### config.mk
export PLATFORM = sky130hd
export DESIGN_NAME = video_line_fifo_flat
export DESIGN_NICKNAME = d
export VERILOG_FILES = /design/src/rtl/video_line_fifo_if.sv /design/src/rtl/video_line_fifo.sv /design/src/flat_wrapper.sv
export SDC_FILE = /design/constraint.sdc
export NUM_CORES = 1
export LEC_CHECK = 0
export CORE_AREA = 5 5 121 123
export CTS_CLUSTER_DIAMETER = 50
export DETAILED_ROUTE_END_ITERATION = 16
export DIE_AREA = 0 0 126 128
export HOLD_SLACK_MARGIN = 0.03
export SLEW_MARGIN = 30
export SYNTH_ARGS = -nofsm -noshare
export SYNTH_HDL_FRONTEND = slang
export SYNTH_SLANG_ARGS = --single-unit
### constraint.sdc
create_clock -name clk25MHz -period 4.3 [get_ports clk25MHz]
set_input_delay 0.86 -clock clk25MHz [delete_from_list [all_inputs] [get_ports clk25MHz]]
set_output_delay 0.86 -clock clk25MHz [all_outputs]
set_load 0.01 [all_outputs]
### src/rtl/video_line_fifo_if.sv
// video_line_fifo_if: bus between the fetch/pixel stages and video_line_fifo.
//   master : data, load, en, clear_err out; status and pixel stream in
//   slave  : the FIFO side (inverse directions)
//   data/load/ready  word write handshake
//   en/video/video_valid  pixel request and registered pixel stream
//   level/empty/full/watermark_on  fill status
//   overflow/underflow/clear_err  sticky error flags and their clear
interface video_line_fifo_if #(
    parameter int unsigned PIXEL_W = 8,
    parameter int unsigned SLICES  = 4,
    parameter int unsigned DEPTH   = 4
);
    localparam int unsigned WORD_W = SLICES * PIXEL_W;
    localparam int unsigned LVL_W  = $clog2(DEPTH + 1);

    logic [WORD_W-1:0]  data;
    logic               load;
    logic               ready;
    logic               en;
    logic [PIXEL_W-1:0] video;
    logic               video_valid;
    logic [LVL_W-1:0]   level;
    logic               empty;
    logic               full;
    logic               watermark_on;
    logic               overflow;
    logic               underflow;
    logic               clear_err;

    modport master (
        output data, load, en, clear_err,
        input  ready, video, video_valid, level, empty, full,
               watermark_on, overflow, underflow
    );

    modport slave (
        input  data, load, en, clear_err,
        output ready, video, video_valid, level, empty, full,
               watermark_on, overflow, underflow
    );
endinterface

### src/rtl/video_line_fifo.sv
// video_line_fifo: circular store of DEPTH words of SLICES pixels each,
// drained one pixel per enabled clock, least-significant slice first.
//   clk25MHz  pixel clock
//   reset_n   asynchronous active-low reset
//   bus       video_line_fifo_if.slave (write port, pixel port, status, errors)
module video_line_fifo #(
    parameter int unsigned PIXEL_W   = 8,
    parameter int unsigned SLICES    = 4,
    parameter int unsigned DEPTH     = 4,
    parameter int unsigned WATERMARK = 1
) (
    input  logic                clk25MHz,
    input  logic                reset_n,
    video_line_fifo_if.slave    bus
);
    localparam int unsigned WORD_W = SLICES * PIXEL_W;
    localparam int unsigned PTR_W  = (DEPTH > 1) ? $clog2(DEPTH) : 1;
    localparam int unsigned SLC_W  = (SLICES > 1) ? $clog2(SLICES) : 1;
    localparam int unsigned LVL_W  = $clog2(DEPTH + 1);

    logic [WORD_W-1:0]  mem [DEPTH];
    logic [PTR_W-1:0]   wr_ptr;
    logic [PTR_W-1:0]   rd_ptr;
    logic [SLC_W-1:0]   slice_idx;
    logic [LVL_W-1:0]   level_q;
    logic [PIXEL_W-1:0] video_q;
    logic               video_valid_q;
    logic               overflow_q;
    logic               underflow_q;

    logic               empty_c;
    logic               full_c;
    logic               wr_acc_c;
    logic               rd_acc_c;
    logic               rd_done_c;
    logic [PIXEL_W-1:0] pixel_c;
    logic [LVL_W-1:0]   level_nxt_c;

    // Status derived from the registered level only.
    assign empty_c   = (level_q == '0);
    assign full_c    = (level_q == LVL_W'(DEPTH));
    assign wr_acc_c  = bus.load && !full_c;
    assign rd_acc_c  = bus.en && !empty_c;
    assign rd_done_c = rd_acc_c && (slice_idx == SLC_W'(SLICES - 1));

    // Current slice of the head word.
    always_comb begin
        pixel_c = PIXEL_W'(mem[rd_ptr] >> (int'(slice_idx) * int'(PIXEL_W)));
    end

    // Level bookkeeping; a write and a word-completing read cancel out.
    always_comb begin
        level_nxt_c = level_q;
        if (wr_acc_c && !rd_done_c) begin
            level_nxt_c = level_q + LVL_W'(1);
        end else if (!wr_acc_c && rd_done_c) begin
            level_nxt_c = level_q - LVL_W'(1);
        end
    end

    // Word storage; contents are don't-care after reset.
    always_ff @(posedge clk25MHz) begin
        if (wr_acc_c) begin
            mem[wr_ptr] <= bus.data;
        end
    end

    // Pointers, slice index and level.
    always_ff @(posedge clk25MHz or negedge reset_n) begin
        if (!reset_n) begin
            wr_ptr    <= '0;
            rd_ptr    <= '0;
            slice_idx <= '0;
            level_q   <= '0;
        end else begin
            level_q <= level_nxt_c;
            if (wr_acc_c) begin
                wr_ptr <= (wr_ptr == PTR_W'(DEPTH - 1)) ? '0 : wr_ptr + PTR_W'(1);
            end
            if (rd_done_c) begin
                slice_idx <= '0;
                rd_ptr    <= (rd_ptr == PTR_W'(DEPTH - 1)) ? '0 : rd_ptr + PTR_W'(1);
            end else if (rd_acc_c) begin
                slice_idx <= slice_idx + SLC_W'(1);
            end
        end
    end

    // Pixel output: new pixel on a served request, blank on underflow, hold otherwise.
    always_ff @(posedge clk25MHz or negedge reset_n) begin
        if (!reset_n) begin
            video_q       <= '0;
            video_valid_q <= 1'b0;
        end else begin
            video_valid_q <= rd_acc_c;
            if (rd_acc_c) begin
                video_q <= pixel_c;
            end else if (bus.en) begin
                video_q <= '0;
            end
        end
    end

    // Sticky error flags; a new error wins over clear_err.
    always_ff @(posedge clk25MHz or negedge reset_n) begin
        if (!reset_n) begin
            overflow_q  <= 1'b0;
            underflow_q <= 1'b0;
        end else begin
            if (bus.load && full_c) begin
                overflow_q <= 1'b1;
            end else if (bus.clear_err) begin
                overflow_q <= 1'b0;
            end
            if (bus.en && empty_c) begin
                underflow_q <= 1'b1;
            end else if (bus.clear_err) begin
                underflow_q <= 1'b0;
            end
        end
    end

    assign bus.ready        = !full_c;
    assign bus.empty        = empty_c;
    assign bus.full         = full_c;
    assign bus.watermark_on = (level_q <= LVL_W'(WATERMARK));
    assign bus.level        = level_q;
    assign bus.video        = video_q;
    assign bus.video_valid  = video_valid_q;
    assign bus.overflow     = overflow_q;
    assign bus.underflow    = underflow_q;
endmodule

### src/flat_wrapper.sv
// flat-port wrapper written by rule: the top's interface ports become plain ports
module video_line_fifo_flat 
#(
    parameter int unsigned PIXEL_W   = 8,
    parameter int unsigned SLICES    = 4,
    parameter int unsigned DEPTH     = 4,
    parameter int unsigned WATERMARK = 1
)
  (clk25MHz, reset_n, bus_data, bus_load, bus_en, bus_clear_err, bus_ready, bus_video, bus_video_valid, bus_level, bus_empty, bus_full, bus_watermark_on, bus_overflow, bus_underflow);
  video_line_fifo_if #(.PIXEL_W(PIXEL_W), .SLICES(SLICES), .DEPTH(DEPTH)) bus_i ();
  input  logic clk25MHz;
  input  logic reset_n;
  input wire logic [$bits(bus_i.data)-1:0] bus_data;
  input wire logic [$bits(bus_i.load)-1:0] bus_load;
  input wire logic [$bits(bus_i.en)-1:0] bus_en;
  input wire logic [$bits(bus_i.clear_err)-1:0] bus_clear_err;
  output wire logic [$bits(bus_i.ready)-1:0] bus_ready;
  output wire logic [$bits(bus_i.video)-1:0] bus_video;
  output wire logic [$bits(bus_i.video_valid)-1:0] bus_video_valid;
  output wire logic [$bits(bus_i.level)-1:0] bus_level;
  output wire logic [$bits(bus_i.empty)-1:0] bus_empty;
  output wire logic [$bits(bus_i.full)-1:0] bus_full;
  output wire logic [$bits(bus_i.watermark_on)-1:0] bus_watermark_on;
  output wire logic [$bits(bus_i.overflow)-1:0] bus_overflow;
  output wire logic [$bits(bus_i.underflow)-1:0] bus_underflow;
  assign bus_i.data = bus_data;
  assign bus_i.load = bus_load;
  assign bus_i.en = bus_en;
  assign bus_i.clear_err = bus_clear_err;
  assign bus_ready = bus_i.ready;
  assign bus_video = bus_i.video;
  assign bus_video_valid = bus_i.video_valid;
  assign bus_level = bus_i.level;
  assign bus_empty = bus_i.empty;
  assign bus_full = bus_i.full;
  assign bus_watermark_on = bus_i.watermark_on;
  assign bus_overflow = bus_i.overflow;
  assign bus_underflow = bus_i.underflow;
  video_line_fifo #(.PIXEL_W(PIXEL_W), .SLICES(SLICES), .DEPTH(DEPTH), .WATERMARK(WATERMARK)) u_core (.clk25MHz(clk25MHz), .reset_n(reset_n), .bus(bus_i));
endmodule
-- Word-level counts from Yosys, hierarchy flattened
Memory sizes are Yosys's and may differ from the RTL's.
Cells that the tools add are included.
- $add $sub $neg: 5
- magnitude comparators: 1
- equality and inequality tests: 4
- shifts and indexed selects: 1
- mux-type cells: 13
- reduce and logical (&&, ||, !) cells: 17
- operators by type and width (operator ; count):
    32-bit by 5-bit >> shifter with 8-bit output ; 1
    8-bit 2-to-1 mux ; 2
    2-bit nonzero test ; 5
    2-bit 2-to-1 mux ; 4
    1-bit logical AND ; 7
    2-bit by 1-bit adder with 2-bit output (second input constant) ; 3
    2-bit == test (second input constant) ; 3
    3-bit 2-to-1 mux ; 2
    1-bit 2-to-1 mux ; 5
    1-bit zero test ; 4
    3-bit by 1-bit adder with 3-bit output (second input constant) ; 1
    3-bit == test (second input constant) ; 1
    3-bit by 1-bit less-or-equal comparator with 1-bit output (second input constant) ; 1
    3-bit zero test ; 1
    3-bit by 1-bit subtractor with 3-bit output (second input constant) ; 1
- register bits after elaboration: 20
- memory bits (writable): 128
- input port bits: 37
- word-level logic and storage cells: 50
- memories kept: 1
- memories (name ; words ; bits a word ; read ports ; clocked after Yosys merged registers in ; wr ports ; RTL line ; source):
    u_core.mem ; 4 ; 32 ; 1 ; 0 ; 1 ; video_line_fifo.sv:21 ; logic [WORD_W-1:0] mem [DEPTH];

-- Depth between registers and ports, before layout
Gate-level depths: netlist of run 1.
- depth after elaboration: 7
- gate-level depth with buffers: 9
- depth with buffers taken out: 9

-- Worst setup path after synthesis of run 1
No wires, ideal clock.
- kind: register to register
- start: reg u_core.level_q[0], in the netlist u_core.bus.level[0]
- end: mem u_core.mem[2][0] (netlist bit) (enable)
- data arrival time: 1820 ps
- required time: 3908 ps
- path slack: 2088 ps
- stages on the path, launching flop included: 5
- clock period less this slack: 2212 ps
- path through: dfrtp_1 inv_1 ha_1 nand2_1 and3_1
- cells in the longest elaborated chain, start to end: 5
- RTL lines (what ; RTL line ; source):
    start, declared ; video_line_fifo.sv:25 ; logic [LVL_W-1:0] level_q;
    start signal, assigned ; video_line_fifo.sv:76 ; level_q <= level_nxt_c;
    3-bit == test ; video_line_fifo.sv:41 ; assign full_c = (level_q == LVL_W'(DEPTH));
    1-bit zero test ; - ;
    net bus_ready ; flat_wrapper.sv:17 ; output wire logic [$bits(bus_i.ready)-1:0] bus_ready;
    1-bit logical AND ; video_line_fifo.sv:42 ; assign wr_acc_c = bus.load && !full_c;
    1-bit 2-to-1 mux ; video_line_fifo.sv:63 ; if (wr_acc_c) begin
    1-bit 2-to-1 mux (implied by the code) ; video_line_fifo.sv:64 ; mem[wr_ptr] <= bus.data;
    end, declared ; video_line_fifo.sv:21 ;
The timed path passes the listed nets, and every way through them passes these cells.

-- Worst setup path in the final report of run 1
- start: reg u_core.level_q[1], in the netlist u_core.bus.level[1]
- end: out bus_empty
- cells in the longest elaborated chain, start to end: 1
- RTL lines (what ; RTL line ; source):
    3-bit zero test ; video_line_fifo.sv:40 ; assign empty_c = (level_q == '0);
    end, declared ; flat_wrapper.sv:21 ; output wire logic [$bits(bus_i.empty)-1:0] bus_empty;
Every way passes these cells.

==> impl_metrics.env, run 1 <==
export IMPL_outcome="completed"
export IMPL_drc=0
export IMPL_cellPowerDensity_nw_per_um2=675
export IMPL_syn_inst=283
export IMPL_drt_initial_drc_count=155
export IMPL_nets=402
export IMPL_cp_end_kind="output port"
export IMPL_arrival_ps=1990
export IMPL_dr_pass1_iters=4
export IMPL_routabilityCongestion=0.782
export IMPL_cts_resized_gates=0
export IMPL_synth_edf_count=128
export IMPL_synth_main_ff_cell="edfxtp_1"
export IMPL_die_w_um=126
export IMPL_utilization_pct=52.7
export IMPL_yosysSeqAreaShare_pct=74.0
export IMPL_synth_seq_cells=148
export IMPL_start_util_pct=43.3
export IMPL_final_cell_count_no_fill=546
export IMPL_dpl_cell_area_um2=6610
export IMPL_cp_required_ps=3440
export IMPL_skew_ps=7.87
export IMPL_irDropWorstVdd_uv=282
export IMPL_drv_cap=0
export IMPL_critPathMaxStageDelay_ps=530
export IMPL_internal_power_w=0.00345
export IMPL_finalSetupViolCount=0
export IMPL_num_vias=2845
export IMPL_hold_buffers=0
export IMPL_synth_nets=331
export IMPL_worstMarginPinSlew_ps=732
export IMPL_final_area_um2=7150
export IMPL_synth_avg_cell_area_um2=20.7
export IMPL_critPathMostFrequentCell="inv_1"
export IMPL_p_leak_nw=2.58
export IMPL_grt_max_degree=33
export IMPL_fin_ws_ps=1450
export IMPL_ctsLongestPathBuffers=2
export IMPL_comb_power_share_pct=28.0
export IMPL_post_synth_top_count_cell="edfxtp_1"
export IMPL_async_flop_share_pct=13.5
export IMPL_routed_via_density=5.21
export IMPL_boundaryPins=55
export IMPL_wl_per_cell_um=19.8
export IMPL_grt_overflow=0
export IMPL_hold_viol_final=0
export IMPL_clk_latency_ps=420
export IMPL_ant_nets=0
export IMPL_port_buffers=54
export IMPL_dp_slack_ps=1760
export IMPL_post_cts_setup_buffers=0
export IMPL_max_slew_margin_pct=51.2
export IMPL_diodes=0
export IMPL_p_clk_share_pct=28.1
export IMPL_crit_path_top_delay_cell="clkdlybuf4s50_1"
export IMPL_dp_hpwl_um=6630
export IMPL_finalSetupTns_ps=0
export IMPL_die_h_um=128
export IMPL_ys_types=31
export IMPL_cts_tree="done"
export IMPL_yosys_top_cells_count="edfxtp_1, mux4_2, dfrtp_1, nor2_1, mux2i_1"
export IMPL_drive_above_1_share_pct=18.6
export IMPL_dieArea_um2=16100
export IMPL_path_class="register to output port"
export IMPL_fin_crit_ps=2850
export IMPL_hold_class="primary input to asynchronous set/reset pin"
export IMPL_yosysTopAreaCell="edfxtp_1"
export IMPL_p_seq_share_pct=43.9
export IMPL_syn_cell_area_um2=5870
export IMPL_rsz0062_at_grt="no"
export IMPL_grt_pass1_vias=3091
export IMPL_htreeDepth=4
export IMPL_crit_chain="inv_1, ha_1, nand2b_1, inv_1, clkdlybuf4s50_1"
export IMPL_cts_sinks=148
export IMPL_rows=43
export IMPL_yosysWarningCount=0
export IMPL_fin_crit_sh_pct=66.2
export IMPL_cts_buffers_inserted=17
export IMPL_grt_pass1_wl_um=17500
export IMPL_crit_path_start_kind="register"
export IMPL_wirelength_um=10800
export IMPL_groute_usage_overall_pct=14.7
export IMPL_p_sw_w=0.00137
export IMPL_switching_share_pct=28.5
export IMPL_dp_cells=515
export IMPL_yosys_top_cells_area="edfxtp_1, mux4_2, dfrtp_1, mux2i_1, mux4_1"
export IMPL_slew_violations=0
export IMPL_antenna_found_initial=0
export IMPL_cts_clk_slew_worst_paths_ps=60
export IMPL_synth_top_area_share_pct=65.5
export IMPL_cts_root_buffer="clkbuf_16"
export IMPL_syn2layout_area_growth_pct=21.8
export IMPL_crit_fanout=6
export IMPL_fmax_mhz=351
export IMPL_fillerInstances=1128
export IMPL_core_area_um2=13600
-- final cells by class --
cell class              instances  area [um2]  share of cell area [%]
multi-input cells             115        1400                    19.6
inverters                      10        37.5                   0.525
repair buffers                 62         596                    8.33
clock inverters                14         120                    1.68
flip-flops and latches        148        4350                    60.8
well taps                     180         225                    3.15
clock buffers                  17         425                    5.95
-- metal layers --
layer / track usage [%] / routed length (um) / up-vias
met5: 0 / 0 / -
met4: 5.68 / 141 / 0
met3: 4.38 / 397 / 12
met2: 24.3 / 5490 / 61
met1: 18.6 / 4760 / 1486
li1: - / - / 1286
-- logic make-up (layout without fill, tap and decap cells) --
group / after synthesis / count (layout) / synth area share, %
flip-flops: 148 / 148 / 74.0
multiplexers: 51 / 51 / 15.9
buffers and inverters: 20 / 103 / 2.15
AND/OR/NAND/NOR: 34 / 34 / 3.03
adder cells (fa/ha/maj): 11 / 11 / 2.34
AO/OA/AOI/OAI: 16 / 16 / 2.09
XOR/XNOR: 3 / 3 / 0.448
-- cells in the final DEF (no fill, tap or decap), types with 4 or more instances in the layout --
master / Yosys / layout
clkinv_2: 0 / 6
dfrtp_1: 20 / 19
edfxtp_1: 128 / 128
ha_1: 11 / 11
nand2_1: 4 / 4
a211o_1: 8 / 8
mux4_1: 6 / 6
mux2i_1: 17 / 17
and3_1: 4 / 4
mux4_2: 26 / 26
clkbuf_16: 0 / 17
inv_1: 9 / 9
nor2_1: 18 / 18
clkdlybuf4s50_1: 0 / 53
clkinv_1: 0 / 4
buf_4: 2 / 8
-- registers in the layout, indices dropped and copies added, names as in the netlist --
register	cells
u_core.bus.video	8
u_core.mem	128
u_core.bus.video_valid	1
u_core.bus.overflow	1
u_core.bus.underflow	1
u_core.bus.level	3
u_core.rd_ptr	2
u_core.wr_ptr	2
u_core.slice_idx	2
-- final timing paths --
path                                       from                     end  slack (ps)  cells past startpoint
min reg2reg                u_core.bus.underflow    u_core.bus.underflow         490                      1
max in group asynchronous               reset_n        u_core.rd_ptr[0]        3530                      1
min                                     reset_n  u_core.bus.video_valid         410                      1
max reg2reg                    u_core.rd_ptr[1]     u_core.bus.video[1]        2010                      5
min in group clk25MHz      u_core.bus.underflow    u_core.bus.underflow         490                      1
max                         u_core.bus.level[1]               bus_empty        1450                      5
-- power groups by stage --
stage,logic (W),registers [W],clock network [W]
final,0.00135,0.00212,0.00136
after detailed placement,0.00138,0.00215,0
after global routing,0.00148,0.00216,0.00146
after floorplan,0.000984,0.00206,0
after global placement,0.00137,0.00214,0
after CTS,0.00139,0.00213,0.00139
-- worst max-delay path, delay by kind of cell (launching register included) --
kind	cells	cell delay, ps
flip-flops	1	420
buffers and inverters	3	760
adder cells (fa/ha/maj)	1	180
AND/OR/NAND/NOR	1	210
-- stage by stage --
stage	total power (W)	hold slack (ps)
global route	0.00510	430
CTS	0.00491	494
finish	0.00483	406
detailed placement	0.00353	477
floorplan	0.00304	521
global placement	0.00351	480
Note: power is estimated with default switching activity, not from simulation.
==> run 2, diff against run 1 <==
- clock period: 4.3 -> 2.9 ns (I/O delays scaled with it)
==> run 2 against run 1 <==
Effect of this change:
- setup slack worse by 1100 ps
- largest power group unchanged
- routed wire length is 1.7% lower
- first-iteration DRC count increased by 23%
- clock power up 40%
- sequential cell count unchanged
- largest cell class unchanged
- hold slack improved by 86 ps
- sequential share of layout area is essentially flat
==> impl_metrics.env, run 2 (same netlist as run 1, synthesis figures left out) <==
export IMPL_outcome="completed"
export IMPL_routabilityCongestion=0.728
export IMPL_cts_clk_slew_worst_paths_ps=60
export IMPL_hp_start="u_core.bus.underflow"
export IMPL_wirelength_um=10600
export IMPL_dp_hpwl_um=6480
export IMPL_htreeDepth=4
export IMPL_drc=0
export IMPL_whs_path_depth=1
export IMPL_p_leak_nw=2.57
export IMPL_startpoint="u_core.bus.level[0]"
export IMPL_die_h_um=128
export IMPL_grt_pass1_wl_um=17100
export IMPL_fin_crit_sh_pct=88.5
export IMPL_p_total_w=0.00706
export IMPL_start_util_pct=43.3
export IMPL_skew_ps=5.93
export IMPL_grt_max_degree=33
export IMPL_r2r_start="u_core.bus.level[0]"
export IMPL_hold_buffers=0
export IMPL_cts_root_buffer="clkbuf_16"
export IMPL_groute_usage_overall_pct=14.2
export IMPL_slew_violations=0
export IMPL_grt_overflow=0
export IMPL_dieArea_um2=16100
export IMPL_final_area_um2=7140
export IMPL_rows=43
export IMPL_routed_via_density=5.14
export IMPL_finalSetupTns_ps=0
export IMPL_antenna_found_initial=0
export IMPL_largest_register="u_core.mem"
export IMPL_crit_fanout=6
export IMPL_core_area_um2=13600
export IMPL_cp_required_ps=2320
export IMPL_boundaryPins=55
export IMPL_rr_endpoint="u_core.bus.level[2]"
export IMPL_max_slew_margin_pct=65.1
export IMPL_utilization_pct=52.7
export IMPL_port_buffers=54
export IMPL_num_vias=2815
export IMPL_cts_buffers_inserted=17
export IMPL_diodes=0
export IMPL_ant_nets=0
export IMPL_cellPowerDensity_nw_per_um2=988
export IMPL_syn2layout_area_growth_pct=21.7
export IMPL_cts_tree="done"
export IMPL_fmax_mhz=390
export IMPL_cp_end_kind="output port"
export IMPL_irDropWorstVdd_uv=446
export IMPL_fillerInstances=1100
export IMPL_hold_viol_final=0
export IMPL_finalSetupViolCount=0
export IMPL_worstMarginPinSlew_ps=524
export IMPL_r2r_slack_ps=890
export IMPL_post_cts_setup_buffers=0
export IMPL_layout_common_cells="edfxtp_1, clkdlybuf4s50_1, mux4_2, dfrtp_1, nor2_1"
export IMPL_path_class="register to output port"
export IMPL_drive_above_1_share_pct=16.6
export IMPL_dr_pass1_iters=4
export IMPL_wl_per_cell_um=19.3
export IMPL_arrival_ps=1990
export IMPL_drt_initial_drc_count=191
export IMPL_multiInputGateArea_um2=1400
export IMPL_cts_sinks=148
export IMPL_largest_reg_flops=128
export IMPL_die_w_um=126
export IMPL_hold_class="register to register"
export IMPL_nets=404
export IMPL_min_to="u_core.bus.underflow"
export IMPL_dpl_cell_area_um2=6640
export IMPL_crit_path_start_kind="register"
export IMPL_final_common_cell="edfxtp_1"
export IMPL_fin_crit_ps=2570
export IMPL_ff_latch_area_um2=4340
export IMPL_ctsLongestPathBuffers=2
export IMPL_grt_pass1_vias=2931
export IMPL_drv_cap=0
export IMPL_rsz0062_at_grt="no"
export IMPL_reg2reg_depth=8
export IMPL_clk_latency_ps=410
export IMPL_cts_resized_gates=0
run 2: changes by cell type in the layout (fill, tap and decap cells not counted), sizes merged:
cell           change
bufinv             -1
clkinvlp           -1
clkinv             -4
clkbuf             +6
clkdlybuf4s50      +1
buf                +1
run 2: final cells by class:
| cell class | count | area share (%) |
|---|---|---|
| Tap cell | 180 | 3.15 |
| Sequential cell | 148 | 60.8 |
| Inverter | 10 | 0.525 |
| Clock inverter | 8 | 0.858 |
| Timing Repair Buffer | 64 | 8.79 |
| Multi-Input combinational cell | 115 | 19.6 |
| Clock buffer | 23 | 6.27 |
run 2: critical path, cell delays in order (launching register included):
cell             delay, ps
dfrtp_1                440
inv_1                  110
ha_1                   220
nand2b_1               270
inv_1                   70
clkdlybuf4s50_1        480
run 2: how the worst max path moves through the flow:
stage | slack (ps) | endpoint | depth (start not counted)
after detailed placement | 670 | u_core.bus.level[2] | 6
final | 330 | bus_empty | 5
after floorplan | 690 | u_core.mem[2][0] | 4
after global routing | 220 | bus_empty | 5
after global placement | 700 | u_core.bus.level[2] | 5
after CTS | 290 | bus_empty | 5
run 2: through the flow:
stage / instances / setup WS, ps / hold slack (ps)
CTS: 548 / 292 / 498
detailed placement: 517 / 671 / 481
floorplan: 283 / 688 / 284
global placement: 517 / 699 / 475
global route: 548 / 219 / 532
finish: 548 / 333 / 492
run 2: where the power goes:
part           leakage [nW]  internal, W  switching, W
clock                 0.243      0.00116      0.000753
combinational         0.906      0.00107       0.00107
sequential             1.42      0.00284      0.000173
total                  2.57      0.00506       0.00200
run 2: layer usage:
layer	up-vias	track usage [%]	share of wire [%]
met5	-	0	0
met4	0	4.92	1.5
met3	13	4.58	3.8
met2	61	22.6	50
met1	1450	18.7	45
li1	1291	-	-
==> run 3, diff against run 2 <==
- GPL_ROUTABILITY_DRIVEN: not set -> 0
- HOLD_SLACK_MARGIN: 0.03 -> not set
==> results of run 3 <==
Final layout, timing and power as in run 2 (identical DEF).
